--- config.mk ---
export PLATFORM = sky130hd
export DESIGN_NAME = riscv_fetch
export DESIGN_NICKNAME = d
export VERILOG_FILES = /design/src/rtl/riscv_fetch.sv
export SDC_FILE = /design/constraint.sdc
export NUM_CORES = 1
export LEC_CHECK = 0
export ABC_CLOCK_PERIOD_IN_PS = 8800
export BUFFER_PORTS_ARGS = -buffer_cell sky130_fd_sc_hd__buf_2
export CELL_PAD_IN_SITES_DETAIL_PLACEMENT = 1
export CELL_PAD_IN_SITES_GLOBAL_PLACEMENT = 1
export CORE_ASPECT_RATIO = 0.5
export CORE_UTILIZATION = 46
export CTS_BUF_LIST = sky130_fd_sc_hd__clkbuf_4 sky130_fd_sc_hd__clkbuf_8 sky130_fd_sc_hd__clkbuf_16
export DETAILED_ROUTE_END_ITERATION = 8
export PLACE_DENSITY = 0.9
export SLEW_MARGIN = 20
export SYNTH_ARGS = -nofsm -noshare
export SYNTH_HDL_FRONTEND = slang
export SYNTH_SLANG_ARGS = --single-unit
--- constraint.sdc ---
create_clock -name clk -period 8.8 [get_ports clk]
set_input_delay 1.76 -clock clk [delete_from_list [all_inputs] [get_ports clk]]
set_output_delay 1.76 -clock clk [all_outputs]
set_load 0.005 [all_outputs]
--- src/rtl/riscv_fetch.sv ---
// Instruction fetch stage: owns the PC, issues credit-limited imem requests and
// buffers returned words with their PCs for the decoder; redirects flush the stream.
module riscv_fetch #(
    parameter logic [31:0] RESET_PC   = 32'h0000_0000,
    parameter int          FIFO_DEPTH = 2
) (
    input  logic        clk,
    input  logic        rst,
    output logic        imem_req_valid,
    output logic [31:0] imem_req_addr,
    input  logic        imem_req_ready,
    input  logic        imem_resp_valid,
    input  logic [31:0] imem_resp_data,
    input  logic        redirect_valid,
    input  logic [31:0] redirect_pc,
    output logic        inst_valid,
    output logic [31:0] inst,
    output logic [31:0] inst_pc,
    input  logic        inst_ready
);
    localparam int CW  = $clog2(FIFO_DEPTH + 1);
    localparam int CW1 = CW + 1;
    localparam int PW  = (FIFO_DEPTH > 1) ? $clog2(FIFO_DEPTH) : 1;
    localparam logic [PW-1:0] LAST_IDX = PW'(FIFO_DEPTH - 1);
    localparam logic [CW:0]   DEPTH_C  = CW1'(FIFO_DEPTH);

    logic [31:0]   pc;
    logic [31:0]   pend_pc   [FIFO_DEPTH];
    logic [PW-1:0] pend_wr;
    logic [PW-1:0] pend_rd;
    logic [31:0]   fifo_pc   [FIFO_DEPTH];
    logic [31:0]   fifo_word [FIFO_DEPTH];
    logic [PW-1:0] fifo_wr;
    logic [PW-1:0] fifo_rd;
    logic [CW-1:0] fifo_count;
    logic [CW-1:0] outstanding;
    logic [CW-1:0] drop;

    logic          pop;
    logic          accept;
    logic          push;
    logic [CW:0]   credits_used;
    logic [CW-1:0] outstanding_next;
    logic          unused_redirect_bits;

    function automatic logic [PW-1:0] next_idx(input logic [PW-1:0] idx);
        return (idx == LAST_IDX) ? '0 : idx + 1'b1;
    endfunction

    // A slot freed by this cycle's pop may be re-issued immediately, so the
    // request valid looks through inst_ready.
    assign pop              = inst_valid & inst_ready;
    assign credits_used     = CW1'(outstanding) + CW1'(fifo_count) - CW1'(pop);
    assign imem_req_valid   = !rst && (credits_used < DEPTH_C);
    assign imem_req_addr    = pc;
    assign accept           = imem_req_valid & imem_req_ready;
    assign push             = imem_resp_valid && (drop == '0) && !redirect_valid;
    assign outstanding_next = outstanding + CW'(accept) - CW'(imem_resp_valid);

    assign inst_valid = (fifo_count != '0);
    assign inst       = fifo_word[fifo_rd];
    assign inst_pc    = fifo_pc[fifo_rd];

    assign unused_redirect_bits = ^redirect_pc[1:0];

    always_ff @(posedge clk) begin
        if (rst) begin
            pc          <= RESET_PC;
            pend_wr     <= '0;
            pend_rd     <= '0;
            fifo_wr     <= '0;
            fifo_rd     <= '0;
            fifo_count  <= '0;
            outstanding <= '0;
            drop        <= '0;
            for (int i = 0; i < FIFO_DEPTH; i++) begin
                pend_pc[i]   <= '0;
                fifo_pc[i]   <= '0;
                fifo_word[i] <= '0;
            end
        end else begin
            outstanding <= outstanding_next;
            if (accept) begin
                pend_pc[pend_wr] <= pc;
                pend_wr          <= next_idx(pend_wr);
            end
            if (imem_resp_valid) begin
                pend_rd <= next_idx(pend_rd);
            end
            if (push) begin
                fifo_pc[fifo_wr]   <= pend_pc[pend_rd];
                fifo_word[fifo_wr] <= imem_resp_data;
                fifo_wr            <= next_idx(fifo_wr);
            end
            // Redirect overrides the normal bookkeeping: everything still in
            // flight after this edge belongs to the old path and is dropped.
            if (redirect_valid) begin
                pc         <= {redirect_pc[31:2], 2'b00};
                fifo_wr    <= '0;
                fifo_rd    <= '0;
                fifo_count <= '0;
                drop       <= outstanding_next;
            end else begin
                if (accept) begin
                    pc <= pc + 32'd4;
                end
                if (pop) begin
                    fifo_rd <= next_idx(fifo_rd);
                end
                fifo_count <= fifo_count + CW'(push) - CW'(pop);
                if (imem_resp_valid && (drop != '0)) begin
                    drop <= drop - 1'b1;
                end
            end
        end
    end

endmodule

==> results of run 1 <==
-- how the worst max path moves through the flow --
| stage | to | slack [ns] | depth (start not counted) | from |
|---|---|---|---|---|
| 6_report | imem_req_valid | 3.25 | 8 | inst_ready |
| 5_1_grt | imem_req_valid | 3.14 | 8 | inst_ready |
| 4_1_cts | imem_req_valid | 3.24 | 8 | inst_ready |
| 3_5_place_dp | imem_req_valid | 3.23 | 8 | inst_ready |
| 3_3_place_gp | imem_req_valid | 3.29 | 8 | inst_ready |
| 2_1_floorplan | fifo_pc[0][10] | 1.38 | 5 | redirect_valid |
-- metrics by stage --
stage	utilization (%)	power (mW)	worst slack, ns
after global routing	55.6	2.83	3.14
after global placement	52.1	1.75	3.29
final	55.6	2.74	3.25
after floorplan	-	1.60	1.38
after CTS	55.5	2.75	3.24
after detailed placement	52.1	1.78	3.23
-- area by class of cell --
cell class,instances,area (µm²)
fillers,2252,9650
flip-flops and latches,226,6370
multi-input cells,519,3620
repair buffers,175,918
clock buffers,23,558
well taps,300,375
clock inverters,16,168
inverters,18,67.6
-- Yosys cell counts (3+ instances only) --
library cell  instances  area [µm²]
a211o_1               5        43.8
inv_1                17        63.8
and3_1               40         250
ha_1                  8         100
buf_2                 3        15.0
nor2b_1               6        37.5
nor4_1               11        68.8
nand3_1              14        70.1
clkbuf_1             46         173
a21oi_1               5        25.0
o31ai_1               5        37.5
nor3_1               18        90.1
dfxtp_1              42         841
edfxtp_1            184        5530
xor2_1                4        35.0
or3_1                 4        25.0
mux2i_1              30         300
nor2_1               93         349
a211oi_1             12        90.1
nand4_1              10        62.6
or4_1                 5        37.5
a311oi_1              7        61.3
o21ai_0               6        30.0
xnor2_1              15         131
buf_1                 4        15.0
and2_1               94         588
a2111oi_0             3        26.3
o31a_1                4        35.0
and4_1                9        78.8
nand2b_1              4        25.0
buf_4                 4        30.0
mux2_2               63         709
nand2_1              21        78.8
-- state kept, by name (all words and copies together) (netlist names), named ones only --
| name | count |
|---|---|
| fifo_rd | 1 |
| fifo_count | 2 |
| fifo_word | 64 |
| imem_req_addr | 30 |
| drop | 2 |
| pend_pc | 60 |
| fifo_wr | 1 |
| outstanding | 2 |
| pend_wr | 1 |
| fifo_pc | 60 |
| pend_rd | 1 |
-- critical path, stage by stage --
cell and delay, ns:
buf_2 0.09, and2_1 0.19, ha_1 0.28, nand2b_1 0.17, fa_1 0.42, xor2_1 0.45, and3_1 0.30, buf_2 0.14
-- where the power goes --
part	switching (mW)	total, mW	internal [mW]
logic	0.264	0.430	0.166
clock network	0.412	0.963	0.551
registers	0.0727	1.35	1.28
-- logic make-up after synthesis --
family	synth area share, %
buffers and inverters	2.93
muxes	9.86
xor gates and xnor gates	1.62
AOI/OAI and AO/OA	4.23
DFF	62.1
other	0.0366
and+or+nand+nor	18.0
adders and majority gates	1.17
-- metal layers --
metal | part of all wire [%] | global-route usage (%) | wire [µm] | vias to the layer above
met3 | 5.4 | 3.50 | 1510 | 50
met2 | 50 | 42.4 | 13900 | 246
met4 | 2.2 | 6.22 | 607 | 0
met5 | 0 | 0 | 0 | -
met1 | 42 | 31.6 | 11700 | 3611
li1 | - | - | - | 3268
==> flow_summary_export.csv, run 1 <==
group,metric,value,unit
cells_and_area,syn_to_final_growth,17.9,%
global_route,grt_pass1_wl,42400,µm
placement,placed_cells,1237,
clock_network,clk_pin_slew_worst_paths,0.06,ns
min_path,min_from,"fifo_rd",
worst_setup_path,start_kind,"primary input",
cells_and_area,final_cell_mix,"edfxtp_1, buf_2, and2_1",
floorplan,ios,168,
routing,drt_wl_total,27700,µm
sta,slew_viol_final,0,
power,leakage,4.86,nW
routing,drtPass1Iterations,5,
floorplan,core_area,21700,µm²
sta,period_needed,5.55,ns
placement,gp_congestion,0.826,
cells_and_area,fin_cells,1277,
cells_and_area,final_common_cell,"edfxtp_1",
cells_and_area,drive_above_1_share,29.1,%
cells_and_area,diodes,0,
sta,whs,0.543,ns
sta,max_freq,180,MHz
synthesis,async_reset_ff_share,0,%
routing,first_iter_violations,547,
cells_and_area,nets,1041,
routing,ant_nets,0,
min_path,hold_path.class,"reg2reg",
clock_network,numCtsBuffers,22,
sta,grt_setup_unrepaired,"no",
global_route,grt_usage,24.2,%
placement,io_buffers,161,
synthesis,synth_edf_count,184,
clock_network,hold_buffers,0,
cells_and_area,stdcell_area,12100,µm²
min_path,hold_depth,2,
floorplan,die_h,108,µm
synthesis,ys_warn_count,0,
clock_network,cts_tree,"done",
sta,worst_slew_pin_slew,0.864,ns
sta,period_share,63.1,%
synthesis,synth_seq_area_share,62.1,%
synthesis,synth_cell_types,50,
clock_network,clk_latency,0.53,ns
clock_network,cts.sinks,226,
clock_network,clock-root-buffer,"clkbuf_16",
sta,finalHoldViolCount,0,
min_path,worstHoldEndpoint,"fifo_rd",
floorplan,die_w,213,µm
worst_setup_path,path_class,"in2out",
clock_network,cts_resized,0,
routing,viasPerCell,5.62,
global_route,antenna_found_initial,0,
sta,relSlewSlack,42.4,%
worst_setup_path,rr_endpoint,"drop[1]",
floorplan,die_area,22900,µm²
global_route,grt_pass1_vias,7462,
worst_setup_path,path_max_fanout,7,
floorplan,rows,38,
sta,skew,0.0411,ns
placement,hpwlAfterDp,17300,µm
clock_network,cts_setup_buffers,0,
synthesis,ys_seq_elements,226,
worst_setup_path,rr_worst_depth,15,
synthesis,synthFlopType,"edfxtp_1",
routing,routed-via-count,7175,
placement,dpl_cell_area,11300,µm²
outcome,status,"complete, no violations",
power,max-vdd-ir-drop,0.101,mV
worst_setup_path,r2r_start,"fifo_count[0]",
worst_setup_path,cp-end-kind,"output port",
worst_setup_path,critPathRequiredTime,7.04,ns
worst_setup_path,cp.arrival,3.79,ns
floorplan,initial_core_util,47.1,%
routing,drc_errors,0,
worst_setup_path,r2r_setup_slack,4.61,ns
run,cap_violations,0,
synthesis,avgSynthCellArea,12.5,µm²
synthesis,synthCells,817,
routing,routedWlPerCell,21.7,µm
sta,final-setup-viol-count,0,
synthesis,synth_area,10200,µm²
power,p_per_area,227,nW/µm²
clock_network,cts_buffer_depth,3,
global_route,grt_max_degree,63,
global_route,overflow,0,
sta,setup-tns-final,0,ns
clock_network,htreeDepth,1,
Note: power is estimated with default switching activity, not from simulation.
==> run 2, diff against run 1 <==
--- a/config.mk
+++ b/config.mk
@@ -5,7 +5,7 @@
 export SDC_FILE = /design/constraint.sdc
 export NUM_CORES = 1
 export LEC_CHECK = 0
-export ABC_CLOCK_PERIOD_IN_PS = 8800
+export ABC_CLOCK_PERIOD_IN_PS = 5750
 export BUFFER_PORTS_ARGS = -buffer_cell sky130_fd_sc_hd__buf_2
 export CELL_PAD_IN_SITES_DETAIL_PLACEMENT = 1
 export CELL_PAD_IN_SITES_GLOBAL_PLACEMENT = 1
==> constraint.sdc (replaced) <==
create_clock -name clk -period 5.75 [get_ports clk]
set_input_delay 1.15 -clock clk [delete_from_list [all_inputs] [get_ports clk]]
set_output_delay 1.15 -clock clk [all_outputs]
set_load 0.005 [all_outputs]
==> flow_summary_export.csv, run 2 (synthesis gave the netlist of run 1 again) <==
group,metric,value,unit
outcome,status,"complete, no violations",
routing,ant_nets,0,
sta,grt_setup_unrepaired,"no",
clock_network,cts_tree,"done",
routing,drtPass1Iterations,5,
cells_and_area,top_register,"fifo_word",
global_route,grt_max_degree,63,
worst_setup_path,start_kind,"primary input",
floorplan,die_h,108,µm
worst_setup_path,rr_worst_depth,15,
global_route,overflow,0,
clock_network,numCtsBuffers,22,
cells_and_area,top_regs,"fifo_word: 64 flops, fifo_pc: 60 flops, pend_pc: 60 flops",
sta,max_freq,233,MHz
worst_setup_path,path_common_cell,"buf_2",
cells_and_area,stdcell_area,12100,µm²
clock_network,htreeDepth,1,
worst_setup_path,crit_path_cell_trace,"buf_2, and2_1, ha_1, nand2b_1, fa_1, xor2_1, and3_1, buf_2",
global_route,grt_pass1_vias,7173,
global_route,grt_usage,22.9,%
worst_setup_path,r2r_setup_slack,1.76,ns
routing,routed-via-count,7044,
sta,whs,0.519,ns
power,leakage,4.89,nW
cells_and_area,diodes,0,
sta,finalHoldViolCount,0,
power,max-vdd-ir-drop,0.189,mV
placement,gp_congestion,0.818,
sta,setup-tns-final,0,ns
sta,final-setup-viol-count,0,
min_path,hold_depth,2,
clock_network,clock-root-buffer,"clkbuf_16",
cells_and_area,final_cell_mix,"edfxtp_1, buf_2, and2_1",
routing,dr.max_layer_used,"met4",
worst_setup_path,rr_endpoint,"drop[1]",
global_route,grt_pass1_wl,40500,µm
worst_setup_path,r2r_start,"fifo_count[0]",
power,p_per_area,348,nW/µm²
clock_network,cts_buffer_depth,3,
routing,wl_met1,11700,µm
clock_network,hold_buffers,0,
worst_setup_path,critPathRequiredTime,4.60,ns
sta,worst_slew_pin_slew,1.07,ns
run,cap_violations,0,
sta,skew,0.0138,ns
routing,drt_wl_total,26400,µm
cells_and_area,largest_reg_flops,64,
sta,period_share,74.8,%
floorplan,core_area,21700,µm²
clock_network,cts_setup_buffers,0,
placement,io_buffers,161,
routing,first_iter_violations,496,
min_path,min_from,"pend_rd",
sta,period_needed,4.30,ns
worst_setup_path,cp_slowest_cell,"xor2_1",
min_path,hold_path.class,"reg2reg",
placement,placed_cells,1239,
floorplan,die_area,22900,µm²
floorplan,rows,38,
cells_and_area,final_common_cell,"edfxtp_1",
sta,relSlewSlack,28.7,%
global_route,antenna_found_initial,0,
worst_setup_path,path_max_fanout,7,
routing,drc_errors,0,
routing,viasPerCell,5.51,
sta,slew_viol_final,0,
routing,routedWlPerCell,20.7,µm
floorplan,die_w,213,µm
worst_setup_path,path_class,"in2out",
cells_and_area,nets,1042,
placement,dpl_cell_area,11300,µm²
floorplan,initial_core_util,47.1,%
cells_and_area,drive_above_1_share,29.6,%
clock_network,clk_latency,0.51,ns
routing,route.met3.wl,1100,µm
worst_setup_path,cp.arrival,3.15,ns
cells_and_area,syn_to_final_growth,18.1,%
placement,hpwlAfterDp,17600,µm
clock_network,clk_pin_slew_worst_paths,0.07,ns
routing,wl_met2,13200,µm
worst_setup_path,slowest_delay,0.45,ns
clock_network,cts_resized,0,
cells_and_area,fillers,2276,
placement,dp_slack,1.24,ns
floorplan,ios,168,
sta,finalWorstSetupSlack,1.45,ns
worst_setup_path,cp-end-kind,"output port",
cells_and_area,fin_cells,1278,
clock_network,cts.sinks,226,
==> run 2: critical path, delay by kind of cell <==
family        cells  cell delay [ns]
buf+inv           2             0.23
simple gates      3             0.63
fa+ha+maj         2             0.69
xor+xnor          1             0.45
==> run 2: through the flow <==
step	power, mW	util, %
after floorplan	2.45	-
after global placement	2.67	52.2
after detailed placement	2.72	52.2
after CTS	4.24	55.7
after global routing	4.37	55.7
final	4.21	55.7
==> run 2: worst max-delay path by stage <==
| stage | cells past startpoint | end | start |
|---|---|---|---|
| floorplan | 8 | pend_pc[0][10] | inst_ready |
| global placement | 15 | drop[1] | inst_ready |
| detailed placement | 15 | drop[1] | inst_ready |
| CTS | 8 | imem_req_valid | inst_ready |
| global route | 8 | imem_req_valid | inst_ready |
| finish | 8 | imem_req_valid | inst_ready |
==> run 2: per-layer routing <==
layer / up-vias / global-route usage (%)
li1: 3282 / -
met1: 3565 / 31.1
met2: 168 / 39.7
met3: 29 / 2.68
met4: 0 / 4.57
met5: - / 0
==> run 2: power by group <==
part / switching, mW / leakage [nW] / internal, mW / total, mW
registers: 0.0880 / 2.27 / 1.95 / 2.04
logic: 0.405 / 2.25 / 0.254 / 0.659
clock network: 0.613 / 0.379 / 0.901 / 1.51
==> run 2: final cells by class <==
class	instances	area, µm²	share of cell area [%]
tap	300	375	3.10
timing repair buffer	176	918	7.59
multi-input combinational	519	3620	29.9
clock inverter	11	139	1.15
clock buffer	28	619	5.12
sequential	226	6370	52.6
inverter	18	67.6	0.558
==> run 3, diff against run 2 <==
--- a/config.mk
+++ b/config.mk
@@ -5,15 +5,16 @@
 export SDC_FILE = /design/constraint.sdc
 export NUM_CORES = 1
 export LEC_CHECK = 0
-export ABC_CLOCK_PERIOD_IN_PS = 5750
+export ABC_AREA = 1
+export ABC_CLOCK_PERIOD_IN_PS = 3450
 export BUFFER_PORTS_ARGS = -buffer_cell sky130_fd_sc_hd__buf_2
 export CELL_PAD_IN_SITES_DETAIL_PLACEMENT = 1
 export CELL_PAD_IN_SITES_GLOBAL_PLACEMENT = 1
 export CORE_ASPECT_RATIO = 0.5
-export CORE_UTILIZATION = 46
+export CORE_UTILIZATION = 40
 export CTS_BUF_LIST = sky130_fd_sc_hd__clkbuf_4 sky130_fd_sc_hd__clkbuf_8 sky130_fd_sc_hd__clkbuf_16
 export DETAILED_ROUTE_END_ITERATION = 8
-export PLACE_DENSITY = 0.9
+export PLACE_DENSITY = 0.85
 export SLEW_MARGIN = 20
 export SYNTH_ARGS = -nofsm -noshare
 export SYNTH_HDL_FRONTEND = slang
==> constraint.sdc (replaced) <==
create_clock -name clk -period 3.45 [get_ports clk]
set_input_delay 0.69 -clock clk [delete_from_list [all_inputs] [get_ports clk]]
set_output_delay 0.69 -clock clk [all_outputs]
set_load 0.005 [all_outputs]
==> flow_summary_export.csv, run 3 <==
group,metric,value,unit
clock_network,htreeDepth,1,
synthesis,synth_seq_area_share,61.6,%
synthesis,synth_top_cell_by_area,"edfxtp_1",
placement,hpwlAfterDp,18800,µm
global_route,overflow,0,
floorplan,rows,41,
worst_setup_path,path_depth,12,
power,leakage,5.18,nW
synthesis,synth_area,10300,µm²
synthesis,ys_seq_elements,226,
clock_network,clk_latency,0.52,ns
routing,route.met3.wl,1110,µm
floorplan,die_area,26500,µm²
clock_network,cts_buffer_depth,3,
routing,dr.max_layer_used,"met4",
worst_setup_path,path_class,"reg2out",
synthesis,yosysMostFrequentCell,"nor2_1",
synthesis,synth_mux_area_share,9.67,%
clock_network,clock-root-buffer,"clkbuf_16",
synthesis,avgSynthCellArea,10.6,µm²
floorplan,initial_core_util,40.8,%
global_route,antenna_found_initial,0,
clock_network,clk_pin_slew_worst_paths,0.07,ns
synthesis,synthCells,973,
synthesis,synth-adder-area-share,1.16,%
sta,period_needed,3.36,ns
sta,skew,0.0208,ns
clock_network,hold_buffers,0,
global_route,grt_max_degree,63,
placement,io_buffers,161,
cells_and_area,syn_to_final_growth,19.6,%
floorplan,die_w,229,µm
routing,routedWlPerCell,18.7,µm
sta,whs,0.453,ns
worst_setup_path,cp.arrival,2.67,ns
routing,first_iter_violations,413,
sta,relSlewSlack,45.0,%
synthesis,synth_cell_types,38,
routing,viasPerCell,5.02,
routing,drt_wl_total,28000,µm
global_route,grt_pass1_vias,7851,
worst_setup_path,slowest_delay,0.49,ns
floorplan,die_h,116,µm
floorplan,core_area,25300,µm²
power,p_per_area,530,nW/µm²
power,p_sw_share,24.5,%
worst_setup_path,path_common_cell,"inv_1",
worst_setup_path,rr_worst_depth,19,
sta,setup-tns-final,0,ns
cells_and_area,final_util,48.9,%
worst_setup_path,startpoint,"fifo_count[1]",
power,p_sw,1.60,mW
sta,final-setup-viol-count,0,
power,max-vdd-ir-drop,0.309,mV
cells_and_area,top_regs,"fifo_word: 64 flops, fifo_pc: 60 flops, pend_pc: 60 flops",
routing,ant_nets,0,
synthesis,async_reset_ff_share,0,%
clock_network,numCtsBuffers,22,
worst_setup_path,cpLargestDelayFamily,"simple AND/OR/NAND/NOR gates",
power,finalPower,6.55,mW
power,comb_power_share,10.8,%
clock_network,cts_setup_buffers,0,
worst_setup_path,crit_path_cell_trace,"inv_1, nand2_1, nand2_1, inv_1, ha_1, or2_2, fa_1, inv_1, nor2_2, nand3_2, inv_1, buf_2",
floorplan,ios,168,
worst_setup_path,r2r_start,"fifo_count[1]",
placement,gp_congestion,0.886,
routing,drc_errors,0,
worst_setup_path,r2r_setup_slack,0.37,ns
worst_setup_path,cp-end-kind,"output port",
worst_setup_path,crit_buf_inv,5,
cells_and_area,final_common_cell,"nor2_1",
outcome,status,"complete, no violations",
worst_setup_path,start_kind,"flop",
min_path,hold_depth,3,
run,cap_violations,0,
routing,wl_met2,14000,µm
global_route,grt_usage,20.9,%
global_route,grt_pass1_wl,43200,µm
worst_setup_path,crit_path_end,"imem_req_valid",
worst_setup_path,cp_slowest_cell,"fa_1",
worst_setup_path,critPathRequiredTime,2.76,ns
worst_setup_path,path_max_fanout,2,
synthesis,synth-xor-area-share,1.26,%
synthesis,synth_area_leaders,"edfxtp_1, nor2_1, dfxtp_1, mux2_2, nand2_1",
worst_setup_path,rr_endpoint,"drop[1]",
power,clkPwrFrac,40.1,%
synthesis,synth_common_cells,"nor2_1, edfxtp_1, nand2_1, inv_1, mux2_2",
sta,period_share,97.5,%
routing,drtPass1Iterations,5,
cells_and_area,diodes,0,
sta,max_freq,297,MHz
cells_and_area,top_register,"fifo_word",
sta,slew_viol_final,0,
synthesis,synthFlopType,"edfxtp_1",
sta,finalHoldViolCount,0,
synthesis,yosys.area_share.simple,16.6,%
synthesis,synth_top_cell_area_share,53.5,%
power,seqPwrFrac,49.1,%
routing,wl_met1,12100,µm
synthesis,synth_top_family_by_area,"simple AND/OR/NAND/NOR gates",
cells_and_area,largest_reg_flops,64,
cells_and_area,drive_above_1_share,27.5,%
power,internal-power,4.95,mW
clock_network,cts.sinks,226,
cells_and_area,nets,1217,
min_path,hold_path.class,"in2reg",
placement,dpl_cell_area,11600,µm²
routing,routed-via-count,7516,
clock_network,cts_tree,"done",
synthesis,synth_edf_count,184,
synthesis,synth-compound-area-share,3.34,%
synthesis,ys_warn_count,0,
cells_and_area,final_cell_mix,"nor2_1, edfxtp_1, buf_2",
min_path,min_from,"redirect_pc[3]",
sta,worst_slew_pin_slew,0.824,ns
cells_and_area,stdcell_area,12400,µm²
-- run 3: logic make-up after synthesis --
group,Yosys count
buffers and inverters,156
other,1
AND/OR/NAND/NOR,409
multiplexers,92
AO/OA/AOI/OAI,66
XOR/XNOR,14
adder cells (fa/ha/maj),9
flip-flops,226
-- run 3: timing repair --
item / CTS / global route
hold endpoints to repair: 0 / 0
resized for setup: 0 / 1
setup endpoints to repair: 0 / 1
-- run 3: power groups by stage --
stage / sequential (mW) / combinational (mW) / clock (mW)
finish: 3.22 / 0.708 / 2.63
global route: 3.24 / 0.779 / 2.76
CTS: 3.22 / 0.713 / 2.68
detailed placement: 3.28 / 0.698 / 0
global placement: 3.26 / 0.667 / 0
floorplan: 3.24 / 0.421 / 0
-- run 3: how the worst min path moves through the flow --
stage,to,slack [ns]
5_1_grt,imem_req_addr[3],0.44
4_1_cts,imem_req_addr[3],0.45
6_report,imem_req_addr[3],0.45
3_3_place_gp,fifo_rd,0.44
3_5_place_dp,fifo_rd,0.45
2_1_floorplan,flop,0.43
-- run 3: cell type report --
class / count / area [µm²]
Clock buffer: 30 / 653
Inverter: 111 / 417
Multi-Input combinational cell: 594 / 3330
Fill cell: 2833 / 12900
Clock inverter: 10 / 133
Timing Repair Buffer: 183 / 1020
Tap cell: 344 / 430
Sequential cell: 226 / 6370
-- run 3: per-layer routing --
layer	global-route usage, %	up-vias
met2	37.6	159
li1	-	3525
met1	26.3	3777
met5	0	-
met4	6.40	0
met3	3.22	55
-- run 3: tightest hold or removal path: cells and delay by family --
kind	cells	cell delay (ns)
AOI/OAI and AO/OA	1	0.07
buffers and inverters	1	0.10
and+or+nand+nor	1	0.05
-- run 3: per-stage QoR --
step | instances | setup WS, ns
2_1_floorplan | 976 | 0.00272
3_3_place_gp | 1458 | 0.175
6_report | 1498 | 0.0874
5_1_grt | 1498 | -0.00431
3_5_place_dp | 1458 | 0.105
4_1_cts | 1498 | 0.0619
